## src/rtl/mips_pkg.sv

```systemverilog
// Shared definitions for the multicycle MIPS controller and datapath ALU:
// FSM states, ALU operation codes, opcode/funct constants and mux encodings.
package mips_pkg;

  typedef enum logic [3:0] {
    S_RST,
    S_FETCH,
    S_DECODE,
    S_MEM_ADDR,
    S_MEM_RD,
    S_MEM_WB,
    S_MEM_WR,
    S_R_EXEC,
    S_R_WB,
    S_I_EXEC,
    S_I_WB,
    S_BRANCH,
    S_JUMP
  } state_t;

  // Which source the ALU decoder uses to pick the operation code.
  typedef enum logic [1:0] {
    CLS_FIXED,
    CLS_R,
    CLS_I
  } alu_class_t;

  localparam logic [2:0] ALU_ADD = 3'd0;
  localparam logic [2:0] ALU_SLL = 3'd1;
  localparam logic [2:0] ALU_OR  = 3'd2;
  localparam logic [2:0] ALU_AND = 3'd3;
  localparam logic [2:0] ALU_SUB = 3'd4;
  localparam logic [2:0] ALU_LUI = 3'd5;

  localparam logic [5:0] OP_RTYPE = 6'h00;
  localparam logic [5:0] OP_J     = 6'h02;
  localparam logic [5:0] OP_BEQ   = 6'h04;
  localparam logic [5:0] OP_ADDI  = 6'h08;
  localparam logic [5:0] OP_ANDI  = 6'h0C;
  localparam logic [5:0] OP_ORI   = 6'h0D;
  localparam logic [5:0] OP_LUI   = 6'h0F;
  localparam logic [5:0] OP_LW    = 6'h23;
  localparam logic [5:0] OP_SW    = 6'h2B;

  localparam logic [5:0] FN_SLL = 6'h00;
  localparam logic [5:0] FN_ADD = 6'h20;
  localparam logic [5:0] FN_SUB = 6'h22;
  localparam logic [5:0] FN_AND = 6'h24;
  localparam logic [5:0] FN_OR  = 6'h25;

  localparam logic [1:0] SRCB_REG     = 2'd0;
  localparam logic [1:0] SRCB_FOUR    = 2'd1;
  localparam logic [1:0] SRCB_IMM     = 2'd2;
  localparam logic [1:0] SRCB_IMM_SH2 = 2'd3;

  localparam logic [1:0] PCSRC_ALU    = 2'd0;
  localparam logic [1:0] PCSRC_ALUOUT = 2'd1;
  localparam logic [1:0] PCSRC_JUMP   = 2'd2;

  // True for the immediate-form ALU instructions that share I_EXEC/I_WB.
  function automatic logic is_itype(input logic [5:0] op);
    return (op == OP_ADDI) || (op == OP_ANDI) || (op == OP_ORI) || (op == OP_LUI);
  endfunction

endpackage

```

## src/rtl/mips_alu_decoder.sv

```systemverilog
// Combinational ALU decoder: picks the ALU operation from funct (R_EXEC) or
// opcode (I_EXEC), and flags whether the opcode/funct pair is supported.
module mips_alu_decoder
  import mips_pkg::*;
(
  input  logic [5:0]  opcode,
  input  logic [5:0]  funct,
  input  alu_class_t  alu_class,
  output logic [2:0]  alu_control,
  output logic        imm_zero_ext,
  output logic        legal
);

  // Legality is independent of the requesting state so DECODE can use it.
  always_comb begin
    legal = 1'b0;
    case (opcode)
      OP_LW, OP_SW, OP_BEQ, OP_J,
      OP_ADDI, OP_ANDI, OP_ORI, OP_LUI: legal = 1'b1;
      OP_RTYPE: begin
        case (funct)
          FN_ADD, FN_SUB, FN_AND, FN_OR, FN_SLL: legal = 1'b1;
          default: legal = 1'b0;
        endcase
      end
      default: legal = 1'b0;
    endcase
  end

  // Operation select: funct for R-type execute, opcode for immediate execute.
  always_comb begin
    alu_control  = ALU_ADD;
    imm_zero_ext = 1'b0;
    case (alu_class)
      CLS_R: begin
        case (funct)
          FN_SUB:  alu_control = ALU_SUB;
          FN_AND:  alu_control = ALU_AND;
          FN_OR:   alu_control = ALU_OR;
          FN_SLL:  alu_control = ALU_SLL;
          default: alu_control = ALU_ADD;
        endcase
      end
      CLS_I: begin
        case (opcode)
          OP_ANDI: begin
            alu_control  = ALU_AND;
            imm_zero_ext = 1'b1;
          end
          OP_ORI: begin
            alu_control  = ALU_OR;
            imm_zero_ext = 1'b1;
          end
          OP_LUI:  alu_control = ALU_LUI;
          default: alu_control = ALU_ADD;
        endcase
      end
      default: alu_control = ALU_ADD;
    endcase
  end

endmodule

```

## src/rtl/mips_multicycle_control.sv

```systemverilog
// Multicycle MIPS main controller: a Moore FSM that walks each instruction
// through fetch/decode/execute/memory/write-back and drives the datapath
// enables, mux selects and ALU operation code.
module mips_multicycle_control
  import mips_pkg::*;
#(
  parameter int WORD_LENGTH = 32
) (
  input  logic       clk,
  input  logic       reset,
  input  logic [5:0] opcode,
  input  logic [5:0] funct,
  output logic [2:0] alu_control,
  output logic       alu_src_a,
  output logic [1:0] alu_src_b,
  output logic       imm_zero_ext,
  output logic       i_or_d,
  output logic       mem_read,
  output logic       mem_write,
  output logic       ir_write,
  output logic       reg_write,
  output logic       pc_write,
  output logic       pc_write_cond,
  output logic [1:0] pc_source,
  output logic       reg_dst,
  output logic       mem_to_reg,
  output logic       instr_done,
  output logic       illegal
);

  // The controller is width-agnostic; the parameter only documents the datapath.
  if (WORD_LENGTH != 32) begin : g_nonstandard_width
  end

  state_t     state;
  state_t     state_next;
  logic       reset_hold;
  alu_class_t alu_class;
  logic [2:0] dec_alu_control;
  logic       dec_imm_zero_ext;
  logic       dec_legal;

  mips_alu_decoder u_alu_decoder (
    .opcode       (opcode),
    .funct        (funct),
    .alu_class    (alu_class),
    .alu_control  (dec_alu_control),
    .imm_zero_ext (dec_imm_zero_ext),
    .legal        (dec_legal)
  );

  // Keeps the FSM in RST for one extra edge after reset release.
  always_ff @(posedge clk or posedge reset) begin
    if (reset) reset_hold <= 1'b1;
    else       reset_hold <= 1'b0;
  end

  // State register.
  always_ff @(posedge clk or posedge reset) begin
    if (reset) state <= S_RST;
    else       state <= state_next;
  end

  // Next-state and per-state outputs.
  always_comb begin
    state_next    = state;
    alu_class     = CLS_FIXED;
    alu_control   = ALU_ADD;
    alu_src_a     = 1'b0;
    alu_src_b     = SRCB_REG;
    imm_zero_ext  = 1'b0;
    i_or_d        = 1'b0;
    mem_read      = 1'b0;
    mem_write     = 1'b0;
    ir_write      = 1'b0;
    reg_write     = 1'b0;
    pc_write      = 1'b0;
    pc_write_cond = 1'b0;
    pc_source     = PCSRC_ALU;
    reg_dst       = 1'b0;
    mem_to_reg    = 1'b0;
    instr_done    = 1'b0;
    illegal       = 1'b0;

    case (state)
      S_RST: begin
        state_next = reset_hold ? S_RST : S_FETCH;
      end
      S_FETCH: begin
        mem_read   = 1'b1;
        ir_write   = 1'b1;
        pc_write   = 1'b1;
        alu_src_b  = SRCB_FOUR;
        state_next = S_DECODE;
      end
      S_DECODE: begin
        alu_src_b = SRCB_IMM_SH2;
        if (!dec_legal) begin
          illegal    = 1'b1;
          state_next = S_FETCH;
        end else begin
          case (opcode)
            OP_LW, OP_SW: state_next = S_MEM_ADDR;
            OP_RTYPE:     state_next = S_R_EXEC;
            OP_BEQ:       state_next = S_BRANCH;
            OP_J:         state_next = S_JUMP;
            default:      state_next = is_itype(opcode) ? S_I_EXEC : S_FETCH;
          endcase
        end
      end
      S_MEM_ADDR: begin
        alu_src_a  = 1'b1;
        alu_src_b  = SRCB_IMM;
        state_next = (opcode == OP_LW) ? S_MEM_RD : S_MEM_WR;
      end
      S_MEM_RD: begin
        mem_read   = 1'b1;
        i_or_d     = 1'b1;
        state_next = S_MEM_WB;
      end
      S_MEM_WB: begin
        reg_write  = 1'b1;
        mem_to_reg = 1'b1;
        instr_done = 1'b1;
        state_next = S_FETCH;
      end
      S_MEM_WR: begin
        mem_write  = 1'b1;
        i_or_d     = 1'b1;
        instr_done = 1'b1;
        state_next = S_FETCH;
      end
      S_R_EXEC: begin
        alu_class   = CLS_R;
        alu_control = dec_alu_control;
        alu_src_a   = 1'b1;
        alu_src_b   = SRCB_REG;
        state_next  = S_R_WB;
      end
      S_R_WB: begin
        reg_write  = 1'b1;
        reg_dst    = 1'b1;
        instr_done = 1'b1;
        state_next = S_FETCH;
      end
      S_I_EXEC: begin
        alu_class    = CLS_I;
        alu_control  = dec_alu_control;
        imm_zero_ext = dec_imm_zero_ext;
        alu_src_a    = 1'b1;
        alu_src_b    = SRCB_IMM;
        state_next   = S_I_WB;
      end
      S_I_WB: begin
        reg_write  = 1'b1;
        instr_done = 1'b1;
        state_next = S_FETCH;
      end
      S_BRANCH: begin
        alu_src_a     = 1'b1;
        alu_src_b     = SRCB_REG;
        alu_control   = ALU_SUB;
        pc_write_cond = 1'b1;
        pc_source     = PCSRC_ALUOUT;
        instr_done    = 1'b1;
        state_next    = S_FETCH;
      end
      S_JUMP: begin
        pc_write   = 1'b1;
        pc_source  = PCSRC_JUMP;
        instr_done = 1'b1;
        state_next = S_FETCH;
      end
      default: state_next = S_RST;
    endcase
  end

endmodule

```

## config.mk

```make
export PLATFORM = sky130hd
export DESIGN_NAME = mips_multicycle_control
export DESIGN_NICKNAME = d
export VERILOG_FILES = /design/src/rtl/mips_pkg.sv /design/src/rtl/mips_alu_decoder.sv /design/src/rtl/mips_multicycle_control.sv
export SDC_FILE = /design/constraint.sdc
export NUM_CORES = 1
export LEC_CHECK = 0
export ABC_CLOCK_PERIOD_IN_PS = 2800
export CELL_PAD_IN_SITES_DETAIL_PLACEMENT = 1
export CELL_PAD_IN_SITES_GLOBAL_PLACEMENT = 1
export CORE_UTILIZATION = 30
export CTS_BUF_LIST = sky130_fd_sc_hd__clkbuf_8
export CTS_CLUSTER_SIZE = 14
export DETAILED_ROUTE_END_ITERATION = 7
export HOLD_SLACK_MARGIN = 0.08
export PLACE_DENSITY_LB_ADDON = 0.1
export SETUP_SLACK_MARGIN = 0.2
export SLEW_MARGIN = 20
export SYNTH_ARGS = -nofsm -noshare
export SYNTH_HDL_FRONTEND = slang
export SYNTH_HIERARCHICAL = 1
export SYNTH_SLANG_ARGS = --single-unit
```

## constraint.sdc

```tcl
create_clock -name clk -period 2.8 [get_ports clk]
set_clock_uncertainty 0.1 [all_clocks]
set_input_delay 0.56 -clock clk [delete_from_list [all_inputs] [get_ports clk]]
set_output_delay 0.56 -clock clk [all_outputs]
set_load 0.03 [all_outputs]
```

==> impl_results.md, run 1 <==
* Number of CTS-inserted buffers at 3
* Unrepaired setup endpoints after global routing: true
* P per Cell Area at 688 nW/um2
* Utilization after layout at 60.6%
* Wl on met1 at 1430 um
* Startpoint types: input port
* Switching fraction of total power at 48.8%
* Netlist cell types at 49
* Synth top area cells: dfrtp_1 12%, nor2_1 10%, a21oi_1 4.9%
* Logic pwr share at 76.8%
* Internal power at 538 uW
* Final Power at 1050 uW
* Ant diodes at 0
* Leak at 0.000695 uW
* Initial drt markers at 4
* Max-cap violations at 0
* Clk buf depth at 2
* Met2 wire length at 1570 um
* FFs w/ async S/R, synth at 100%
* Syn_area_per_cell at 6.83 um2
* Fmax at 0.365 GHz
* Die H at 54.1 um
* Highest metal used: met3
* Die footprint at 2920 um2
* Port bufs at 33
* Most used DFF post-synth: dfrtp_1
* Most common cell in the netlist: nor2_1
* Leading cell types by count after synthesis: 22 x nor2_1, 8 x a21oi_1, 6 x inv_1, 6 x nand2_1, 6 x nor3_1
* Final WL at 3050 um
* Synthesized cell area at 813 um2
* Antenna viol nets, final at 0
* # rows at 18
* Final Cycle Share at 97.7%
* Worst-skew pair later-pin latency at 0.21 ns
* DRC at 0
* Clock Power Share at 11.8%
* Critical path arrival at 2.08 ns
* Initial antenna violation count at 0
* Req. time, crit path at 2.14 ns
* DPL Wire Length at 2120 um
* Tmin final at 2.74 ns
* Core area at 2520 um2
* Met3 wire length at 56 um
* Number of global-route vias before repair at 1024
* Root buf cell: clkbuf_8
* Routed WL per cell at 14.5 um
* Pre-CTS setup slack at -0.406 ns
* R2R setup slack at 1.08 ns
* Crit path kind: in -> out
* Max Slew Vio Count at 0
* Synthesis-to-layout area growth at 87.8%
* NumNets Final at 197
* Syn Nets at 135
* Placed cells at 195
* Crit path max fanout at 3
* Cells after synthesis at 119
* Hold crit path type: in -> async
* Number of flops mapped to enable cells by yosys at 0
* First-pass GRT wire length at 4600 um
* Largest net degree at the start of global routing at 17
* Sink Count at 5
* Die W at 54.1 um
* RePlAce Congestion at 0.842
* WHS at 0.456 ns
* Layout cell share with drive strength beyond 1 at 39.4%
* Crit. End Element: output port
* H-tree depth at 1
* Non-Filler Instances at 210
* Total GRT Usage at 21.1%
* Seq pwr share at 11.3%
* Vias post-DR at 1088
* Psw at 514 uW
* Min setup slack post-route at 0.0636 ns
* Clock Pin Slew Worst Setup and Hold Paths at 0.03 ns
* Worst VDD drop at 840 uV
* CTS tree: yes
* Post-synth top area share at 12.3%
* # setup viols final at 0
* Grt ovf at 0
* Largest area contributor in the synthesized netlist: dfrtp_1
* Ys Warns at 6
* Mean number of vias per cell at 5.18
* TritonRoute pass-1 iters at 4
* Starting Density at 32.2%
* Sequential share of the synthesized area at 15.5%
* Outcome: finished clean
* Final hold viol count at 0
* I/O pin total at 34
* Synthesis-stage register bit count at 5
* CTS Hold Bufs at 0
[power by group through the flow]
stage	clock [uW]	combinational, uW	sequential [uW]
after floorplan	0	483	108
after global placement	0	737	119
after detailed placement	0	755	120
after CTS	129	798	117
after global routing	132	865	122
final	125	808	119
[layout make-up]
class	instances	area [um2]
clock buffer	3	41.3
fill	311	995
timing repair buffer	66	578
clock inverter	1	3.75
multi-input combinational	99	717
sequential	5	128
tap	30	37.5
inverter	6	22.5
[path summary, 6_finish.rpt]
check	start	to	cells past startpoint
worst min register to register	state[3]	state[2]	2
max in group asynchronous	reset	reset_hold	2
worst max-delay path	funct[1]	alu_control[0]	7
worst max register to register	state[3]	state[3]	4
min in group clk	state[3]	state[2]	2
worst min-delay path	reset	state[2]	2
[critical path: stages]
cell	delay (ns)
clkdlybuf4s50_1	0.42
buf_4	0.15
or4_4	0.53
a21oi_2	0.15
inv_2	0.06
nor2_4	0.08
buf_6	0.13
[routing by layer]
layer	up-vias	GRT usage, %
met5	-	0
met4	0	3.42
met3	0	0.282
met2	17	38.3
met1	523	28.1
li1	548	-
[through the flow]
step	area, um2	TNS (ns)
2_1_floorplan	827	0
3_3_place_gp	1290	-0.525
3_5_place_dp	1290	-0.668
4_1_cts	1460	0
5_1_grt	1530	0
6_report	1530	0
[placed cells by master, fill, tap and decap left out, types with 4 or more instances in the layout]
cell              n
a21oi_1           6
buf_6             4
dlygate4sd2_1     6
nand2_1           5
nor2_4            4
nor2_1           16
nor2b_1           4
inv_1             5
clkdlybuf4s50_1  13
nor3_1            5
dlymetal6s2s_1    7
buf_4            33
[repair_timing]
| action | in CTS | in global routing |
|---|---|---|
| gates resized for setup | 34 | 21 |
| gates cloned | 0 | 1 |
| setup endpoints to repair | 5 | 7 |
| pin swaps | 14 | 9 |
| endpoints found under the hold margin | 0 | 0 |
| setup buffers | 8 | 2 |
[registers in the layout (all words and copies together) (netlist names)]
signal / flops
state: 4
reset_hold: 1
[cell families (layout without fill, tap and decap cells)]
| kind of cell | after synthesis | after routing | share of synthesized area [%] |
|---|---|---|---|
| other | 1 | 1 | 0.461 |
| buffers and inverters | 15 | 76 | 9.54 |
| AND/OR/NAND/NOR | 63 | 63 | 42.0 |
| XOR/XNOR | 3 | 3 | 3.23 |
| AO/OA/AOI/OAI | 30 | 30 | 26.2 |
| flip-flops | 5 | 5 | 15.5 |
| adder cells (fa/ha/maj) | 2 | 2 | 3.08 |
Power figures use the tool's default switching activity.
==> run 2: changes to the inputs <==
Settings changed: SKIP_CTS_REPAIR_TIMING set to 1.
==> impl_results.md, run 2 (same netlist as run 1, synthesis figures left out) <==
* Layout cell share with drive strength beyond 1 at 36.8% (-2.7 points)
* Min setup slack post-route at 0.0325 ns (-0.0310 ns)
* Routed WL per cell at 15.1 um (+3.6%)
* I/O pin total at 34 (unchanged)
* Unrepaired setup endpoints after global routing: true
* Number of global-route vias before repair at 953 (-6.9%)
* Ant diodes at 0 (unchanged)
* Largest reg by FF count: state
* Antenna viol nets, final at 0 (unchanged)
* NumNets Final at 191 (-3.0%)
* Most frequent cells in the layout: 27 x buf_4, 17 x dlymetal6s2s_1, 16 x nor2_1
* # setup viols final at 0 (unchanged)
* CTS tree: yes
* Die W at 54.1 um (unchanged)
* Mean number of vias per cell at 5.32 (+2.8%)
* Tmin final at 2.77 ns (+0.0310 ns)
* Leak at 0.000777 uW (+12%)
* TritonRoute pass-1 iters at 4 (unchanged)
* Commonest non-fill, non-tap cell in the layout: buf_4
* Max Slew Vio Count at 0 (unchanged)
* Largest net degree at the start of global routing at 17 (unchanged)
* Crit path kind: reg -> out
* Req. time, crit path at 2.14 ns (about the same)
* Worst VDD drop at 782 uV (-6.8%)
* Fill count at 304 (-2.3%)
* Final WL at 3070 um (+0.66%)
* DRC at 0 (unchanged)
* Hold crit path type: in -> async
* Initial antenna violation count at 0 (unchanged)
* Die footprint at 2920 um2 (unchanged)
* Max reg flops at 4 (unchanged)
* Port bufs at 33 (unchanged)
* Crit path max fanout at 4 (+1)
* First-pass GRT wire length at 4130 um (-10%)
* Utilization after layout at 61.1% (+0.50 points)
* Biggest regs: state (4), reset_hold (1)
* Startpoint types: flip-flop
* Critical path launch point: state[2]
* Worst-skew pair later-pin latency at 0.21 ns (about the same)
* Grt ovf at 0 (unchanged)
* Worst reg2reg path startpoint: state[0]
* DPL Wire Length at 2120 um (unchanged)
* Initial drt markers at 12 (+8)
* Starting Density at 32.2% (unchanged)
* Outcome: finished clean
* RePlAce Congestion at 0.842 (unchanged)
* Max-cap violations at 0 (unchanged)
* Final hold viol count at 0 (unchanged)
* Setup TNS at 0 ns (unchanged)
* Die H at 54.1 um (unchanged)
* Final Cycle Share at 98.8% (+1.1 points)
* Crit. End Element: output port
* Final instance area at 1540 um2 (+0.82%)
* # rows at 18 (unchanged)
* Clock Pin Slew Worst Setup and Hold Paths at 0.03 ns (about the same)
* Pre-CTS setup slack at -0.406 ns (unchanged)
* Critical path arrival at 2.11 ns (+0.03 ns)
* H-tree depth at 1 (unchanged)
* Core area at 2520 um2 (unchanged)
* Sink Count at 5 (unchanged)
* Total GRT Usage at 18.8% (-2.3 points)
* Placed cell area at 1290 um2 (unchanged)
* Fmax at 0.361 GHz (-1.1%)
* P per Cell Area at 703 nW/um2 (+2.1%)
* Root buf cell: clkbuf_8
* Synthesis-to-layout area growth at 89.4%
* Vias post-DR at 1086 (-0.18%)
* Clk buf depth at 2 (unchanged)
* Number of CTS-inserted buffers at 3 (unchanged)
==> run 2: changes by cell type in the layout (fill, tap and decap cells not counted), sizes merged <==
| cell | delta |
|---|---|
| clkdlybuf4s50 | -2 |
| buf | -7 |
| dlygate4sd2 | -6 |
| clkbuf | -1 |
| dlymetal6s2s | +10 |
==> run 2: power by group <==
| group | internal [uW] | switching [uW] |
|---|---|---|
| Combinational | 366 | 464 |
| Sequential | 97.7 | 30.8 |
| Clock | 93.6 | 31.2 |
==> run 2: worst paths after layout <==
path,slack [ns],cells past startpoint,end
setup / recovery,0.03,10,alu_control[0]
hold / removal,0.46,2,state[2]
setup reg to reg,0.96,5,state[3]
hold reg to reg,0.59,2,state[2]
max in group asynchronous,1.91,2,reset_hold
min in group clk,0.59,2,state[2]
==> run 2: through the flow <==
stage / std cells / hold slack (ns) / total power [uW]
after floorplan: 119 / 0.238 / 591
after global placement: 195 / 0.557 / 856
after detailed placement: 195 / 0.562 / 875
after CTS: 199 / 0.466 / 1000
after global routing: 204 / 0.499 / 1150
final: 204 / 0.456 / 1080
==> run 2: worst max-delay path: stages (launching register included) <==
cell      delay (ns)
dfrtp_1         0.40
nand2b_4        0.19
nor2_4          0.04
inv_1           0.09
ha_4            0.17
nand2_4         0.05
or4_4           0.48
a21oi_2         0.17
inv_2           0.06
nor2_4          0.10
buf_6           0.13
==> run 2: final cells by class <==
cell class / instances / area (um2) / area share [%]
Multi-Input combinational cell: 99 / 729 / 47.4
Timing Repair Buffer: 60 / 578 / 37.5
Sequential cell: 5 / 128 / 8.29
Clock buffer: 3 / 41.3 / 2.68
Tap cell: 30 / 37.5 / 2.44
Inverter: 6 / 22.5 / 1.46
Clock inverter: 1 / 3.75 / 0.244
==> run 2: routing by layer <==
metal  GRT usage (%)  vias up  share of wire [%]
met3           0.282        2                2.0
met2            33.3       19                 52
li1                -      536                  -
met1            25.6      529                 46
met5               0        -                  0
met4            3.42        0               0.68
